===== src/rtl/iobus_timer_counter_if.sv =====
// IOBUS slave connection for the timer: MCU drives address/data/strobe,
// the timer returns combinational read data and an address-hit flag.
interface iobus_timer_counter_if;
  logic [31:0] IOBUS_ADDR;
  logic [31:0] IOBUS_OUT;
  logic        IOBUS_WR;
  logic [31:0] IOBUS_RD_DATA;
  logic        IOBUS_HIT;

  modport master (
    output IOBUS_ADDR, IOBUS_OUT, IOBUS_WR,
    input  IOBUS_RD_DATA, IOBUS_HIT
  );

  modport slave (
    input  IOBUS_ADDR, IOBUS_OUT, IOBUS_WR,
    output IOBUS_RD_DATA, IOBUS_HIT
  );
endinterface


===== src/rtl/iobus_timer_counter.sv =====
// Memory-mapped prescaled down-counter with one-shot/auto-reload and interrupt pulse.
// Define TMR_PWM_EN to add the COMPARE register at +0x10 and a registered PWM output.
module iobus_timer_counter #(
  parameter logic [31:0] BASE_AD    = 32'h11100000,
  parameter int unsigned PRESCALE_W = 8
) (
  input  logic                  CLK,
  input  logic                  RST_N,
  iobus_timer_counter_if.slave  bus,
  output logic                  TMR_INTR,
  output logic                  PWM_OUT
);

  logic                  en, auto_rl, irq_en, pend;
  logic [31:0]           reload, count;
  logic [PRESCALE_W-1:0] prescale, pcnt;
  logic [31:0]           off;
  logic                  hit_csr, hit_rel, hit_cnt, hit_pre, hit_cmp;
  logic                  tick, expire;
`ifdef TMR_PWM_EN
  logic [31:0]           compare;
`endif

  // Offset from the base keeps the decode exact for any word-aligned BASE_AD.
  assign off     = bus.IOBUS_ADDR - BASE_AD;
  assign hit_csr = (off == 32'h0);
  assign hit_rel = (off == 32'h4);
  assign hit_cnt = (off == 32'h8);
  assign hit_pre = (off == 32'hC);
`ifdef TMR_PWM_EN
  assign hit_cmp = (off == 32'h10);
`else
  assign hit_cmp = 1'b0;
`endif

  assign bus.IOBUS_HIT = hit_csr | hit_rel | hit_cnt | hit_pre | hit_cmp;

  always_comb begin
    bus.IOBUS_RD_DATA = '0;
    if (hit_csr)      bus.IOBUS_RD_DATA = {28'd0, pend, irq_en, auto_rl, en};
    else if (hit_rel) bus.IOBUS_RD_DATA = reload;
    else if (hit_cnt) bus.IOBUS_RD_DATA = count;
    else if (hit_pre) bus.IOBUS_RD_DATA = 32'(prescale);
`ifdef TMR_PWM_EN
    else if (hit_cmp) bus.IOBUS_RD_DATA = compare;
`endif
  end

  assign tick   = en && (pcnt == prescale);
  assign expire = tick && (count == 32'd0);

  // Later assignments win: SW writes override tick/expire updates, except
  // PEND where a same-cycle expire overrides the W1C.
  always_ff @(posedge CLK) begin
    if (!RST_N) begin
      en       <= 1'b0;
      auto_rl  <= 1'b0;
      irq_en   <= 1'b0;
      pend     <= 1'b0;
      reload   <= '0;
      count    <= '0;
      prescale <= '0;
      pcnt     <= '0;
      TMR_INTR <= 1'b0;
    end else begin
      if (!en || tick) pcnt <= '0;
      else             pcnt <= pcnt + 1'b1;

      if (tick) begin
        if (count != 32'd0) count <= count - 32'd1;
        else if (auto_rl)   count <= reload;
      end
      if (expire && !auto_rl) en <= 1'b0;

      TMR_INTR <= expire && irq_en;

      if (bus.IOBUS_WR && hit_csr) begin
        en      <= bus.IOBUS_OUT[0];
        auto_rl <= bus.IOBUS_OUT[1];
        irq_en  <= bus.IOBUS_OUT[2];
        if (bus.IOBUS_OUT[3]) pend <= 1'b0;
      end
      if (expire) pend <= 1'b1;

      if (bus.IOBUS_WR && hit_rel) begin
        reload <= bus.IOBUS_OUT;
        count  <= bus.IOBUS_OUT;
      end
      if (bus.IOBUS_WR && hit_pre) prescale <= bus.IOBUS_OUT[PRESCALE_W-1:0];
    end
  end

`ifdef TMR_PWM_EN
  always_ff @(posedge CLK) begin
    if (!RST_N) begin
      compare <= '0;
      PWM_OUT <= 1'b0;
    end else begin
      if (bus.IOBUS_WR && hit_cmp) compare <= bus.IOBUS_OUT;
      PWM_OUT <= en && (count < compare);
    end
  end
`else
  assign PWM_OUT = 1'b0;
`endif

endmodule


===== src/flat_wrapper.sv =====
// flat-port wrapper written by rule: the top's interface ports become plain ports
module iobus_timer_counter_flat 
#(
  parameter logic [31:0] BASE_AD    = 32'h11100000,
  parameter int unsigned PRESCALE_W = 8
)
  (CLK, RST_N, TMR_INTR, PWM_OUT, bus_IOBUS_ADDR, bus_IOBUS_OUT, bus_IOBUS_WR, bus_IOBUS_RD_DATA, bus_IOBUS_HIT);
  iobus_timer_counter_if bus_i ();
  input  logic CLK;
  input  logic RST_N;
  output logic TMR_INTR;
  output logic PWM_OUT;
  input wire logic [$bits(bus_i.IOBUS_ADDR)-1:0] bus_IOBUS_ADDR;
  input wire logic [$bits(bus_i.IOBUS_OUT)-1:0] bus_IOBUS_OUT;
  input wire logic [$bits(bus_i.IOBUS_WR)-1:0] bus_IOBUS_WR;
  output wire logic [$bits(bus_i.IOBUS_RD_DATA)-1:0] bus_IOBUS_RD_DATA;
  output wire logic [$bits(bus_i.IOBUS_HIT)-1:0] bus_IOBUS_HIT;
  assign bus_i.IOBUS_ADDR = bus_IOBUS_ADDR;
  assign bus_i.IOBUS_OUT = bus_IOBUS_OUT;
  assign bus_i.IOBUS_WR = bus_IOBUS_WR;
  assign bus_IOBUS_RD_DATA = bus_i.IOBUS_RD_DATA;
  assign bus_IOBUS_HIT = bus_i.IOBUS_HIT;
  iobus_timer_counter #(.BASE_AD(BASE_AD), .PRESCALE_W(PRESCALE_W)) u_core (.CLK(CLK), .RST_N(RST_N), .bus(bus_i), .TMR_INTR(TMR_INTR), .PWM_OUT(PWM_OUT));
endmodule

===== config.mk =====
export PLATFORM = sky130hd
export DESIGN_NAME = iobus_timer_counter_flat
export DESIGN_NICKNAME = d
export VERILOG_FILES = /design/src/rtl/iobus_timer_counter_if.sv /design/src/rtl/iobus_timer_counter.sv /design/src/flat_wrapper.sv
export SDC_FILE = /design/constraint.sdc
export NUM_CORES = 1
export LEC_CHECK = 0
export ABC_AREA = 0
export CAP_MARGIN = 20
export CORE_MARGIN = 5
export CORE_UTILIZATION = 50
export CTS_CLUSTER_SIZE = 25
export DETAILED_ROUTE_END_ITERATION = 8
export GPL_ROUTABILITY_DRIVEN = 0
export PLACE_DENSITY_LB_ADDON = 0.2
export SLEW_MARGIN = 20
export SYNTH_ARGS = -nofsm -noshare
export SYNTH_HDL_FRONTEND = slang
export SYNTH_SLANG_ARGS = --single-unit

===== constraint.sdc =====
create_clock -name CLK -period 7.6 [get_ports CLK]
set_clock_uncertainty 0.2 [all_clocks]
set_input_delay 1.14 -clock CLK [delete_from_list [all_inputs] [get_ports CLK]]
set_output_delay 1.14 -clock CLK [all_outputs]
set_load 0.01 [all_outputs]

==> flow_summary.toml <==
[outcome]
status = "finished clean"

[global_routing]
grtUsageTotal_pct = 26.7
grt_pass1_wl_um = 25400
grt_pass1_vias = 5121
overflow = 0
grt_max_degree = 47
antenna_found_initial = 0

[run]
cap_violations = 0

[route]
routed.top_layer = "met4"
drc = 0
detail_route.iter0.violations = 454
viasPerCell = 6.23
final_antenna_net_count = 0
wl_met2_um = 7850
route.met3.wl_um = 1130
wl_per_cell_um = 18.8
vias = 5251
met1Wirelength_um = 6570
routed_wirelength_um = 15900
dr.pass1.iters = 5

[pwr]
p_leak_nw = 2.30
finalPower_uw = 887
ir_worst_vdd_mv = 0.0824
power_density_mw_per_mm2 = 142

[cts]
cts_made_buffers = 9
cts_tree = "built"
cts_sinks = 85
path_clk_slew_ns = 0.08
clockBufferDepth = 2
cts_setup_buffers = 0
cts_resized = 0
clk_latency_ns = 0.36
h-tree-depth = 3
hold_buffers = 0
ctsRootBufferMaster = "clkbuf_8"

[sta]
whs_ns = 0.272
setup_violations = 0
period_share_pct = 76.4
rsz0062_at_grt = "false"
finalWorstSetupSlack_ns = 1.79
relSlewSlack_pct = 28.4
max_slew.worst_pin.slew_ns = 1.07
min_period_ns = 5.81
fmax_mhz = 172
drv_slew = 0
fin_setup_tns_ns = 0
hold_viol = 0

[place]
dp_hpwl_um = 11000
portBuffers = 100
place_inst = 828
place_ws_ns = 1.84
place_area_mm2 = 0.00601

[critical_path]
r2r-end = "u_core.count[19]$_SDFFE_PN0P_"
ff2ff_path_depth = 6
critPathRequiredTime_ns = 6.26
crit_arrival_ns = 4.47
worst_setup_path_end_kind = "output pin"
rrSetupSlack_ns = 3.82
crit_fanout = 24
path_class = "input pin to output pin"
rr_startpoint = "u_core.count[15]$_SDFFE_PN0P_"
crit_path_start_kind = "input pin"

[logic_synthesis]
synth_top_cell_area_share_pct = 34.3
synth.distinct_cells = 68
synth_area_leaders = "dfxtp_1 (34%), nand2_1 (7.6%), a21oi_1 (6.1%)"
synth_seq_area_share_pct = 34.3
synthFlopType = "dfxtp_1"
yosysWarnings = 0
synth_area_mm2 = 0.00496
avgSynthCellArea_um2 = 7.88
synth-async-reset-ratio_pct = 0
synth_seq_cells = 85
synthCells = 630
synth_top_cell_by_area = "dfxtp_1"
yosysMostFrequentCell = "nand2_1"
ys_top_cells_by_count = "nand2_1 (100), dfxtp_1 (85), a21oi_1 (61)"
synth_fp_nets = 700
synth-edff-count = 0

[layout]
syn_to_final_growth_pct = 25.7
final_util_pct = 64.1
nNetsFinal = 776
drive_gt1_share_pct = 7.04
num_antenna_cells = 0
fin_area_mm2 = 0.00624
final_cells = 843

[floorplanning]
core_area_mm2 = 0.00973
rows = 36
design.die.area_mm2 = 0.0120
io_pins = 102
initial_core_util_pct = 51.0
dieHeight_um = 110
die_w_um = 110

[worst_hold_path]
min_from = "u_core.pcnt[0]$_SDFF_PP0_"
holdPathStages = 1
whs_endpoint = "u_core.pcnt[0]$_SDFF_PP0_"
hold_class = "flip-flop to flip-flop"
==> where the power goes <==
group | total [mW] | leakage (nW) | switching (mW) | internal (mW)
Combinational | 0.0584 | 1.50 | 0.0238 | 0.0346
Sequential | 0.445 | 0.684 | 0.000000000129 | 0.445
Clock | 0.384 | 0.110 | 0.167 | 0.217
==> layer usage <==
layer  global-route usage [%]  vias to the layer above
li1                         -                     2467
met3                     5.28                       34
met5                        0                        -
met4                     9.80                        0
met1                     33.8                     2518
met2                     44.9                      232
==> critical path, stage by stage <==
cell and delay (ns):
clkdlybuf4s50_1 0.41, nor4_1 0.39, and4_1 0.29, nand3_1 0.26
inv_1 0.25, and2_1 0.87, a22o_1 0.30, clkdlybuf4s50_1 0.54
==> sequential cells by signal, indices dropped and copies added, names as in the netlist <==
register,flops
u_core.pend,1
u_core.irq_en,1
u_core.count,32
u_core.pcnt,8
u_core.TMR_INTR,1
u_core.reload,32
u_core.auto_rl,1
u_core.en,1
u_core.prescale,8
==> worst max-delay path by stage <==
stage	start	end	cells after the start
after global placement	bus_IOBUS_ADDR[24]	bus_IOBUS_RD_DATA[12]	8
after detailed placement	bus_IOBUS_ADDR[5]	bus_IOBUS_RD_DATA[10]	8
after floorplan	bus_IOBUS_ADDR[26]	bus_IOBUS_RD_DATA[11]	8
after global routing	bus_IOBUS_ADDR[14]	bus_IOBUS_RD_DATA[10]	8
final	bus_IOBUS_ADDR[14]	bus_IOBUS_RD_DATA[10]	8
after CTS	bus_IOBUS_ADDR[14]	bus_IOBUS_RD_DATA[10]	8
==> cells by family (layout without fill, tap and decap cells) <==
| family | Yosys count | in the layout | synth area share, % |
|---|---|---|---|
| buf+inv | 58 | 138 | 4.89 |
| compound gates | 195 | 195 | 26.1 |
| fa+ha+maj | 3 | 3 | 0.756 |
| simple gates | 248 | 248 | 25.2 |
| other cells | 1 | 1 | 0.0755 |
| xor+xnor | 21 | 21 | 3.70 |
| mux | 19 | 19 | 4.96 |
| flops | 85 | 85 | 34.3 |
==> layout make-up <==
class / instances / area (um^2)
fill: 874 / 3490
multi-input combinational: 487 / 3020
sequential: 85 / 1700
timing repair buffer: 108 / 1060
tap: 133 / 166
clock buffer: 11 / 131
clock inverter: 4 / 97.6
inverter: 15 / 56.3
==> layout by cell type (no fill, tap or decap), types with 4 or more instances in the layout <==
| cell | Yosys | final |
|---|---|---|
| nand2_1 | 100 | 100 |
| clkdlybuf4s50_1 | 0 | 100 |
| dfxtp_1 | 85 | 85 |
| a21oi_1 | 61 | 61 |
| nor2_1 | 44 | 43 |
| a22o_1 | 26 | 26 |
| o21ai_1 | 25 | 25 |
| nand3_1 | 19 | 19 |
| o21ai_0 | 16 | 16 |
| inv_1 | 15 | 15 |
| nor3_1 | 15 | 15 |
| xor2_1 | 15 | 15 |
| nor4_1 | 13 | 13 |
| nand4_1 | 10 | 10 |
| mux2i_1 | 10 | 10 |
| clkbuf_8 | 0 | 9 |
| a2bb2oi_1 | 7 | 7 |
| buf_4 | 1 | 7 |
| and2_1 | 6 | 6 |
| xnor2_1 | 6 | 6 |
| or3_1 | 6 | 6 |
| a211oi_1 | 6 | 6 |
| o211ai_1 | 6 | 6 |
| and4_1 | 5 | 5 |
| mux2_2 | 5 | 5 |
| a22oi_1 | 5 | 5 |
| and3_1 | 5 | 5 |
| nor4_2 | 5 | 5 |
| a211o_1 | 5 | 5 |
| mux4_2 | 4 | 4 |
| o31ai_1 | 4 | 4 |
No activity file was read; power rests on OpenSTA's default activity.
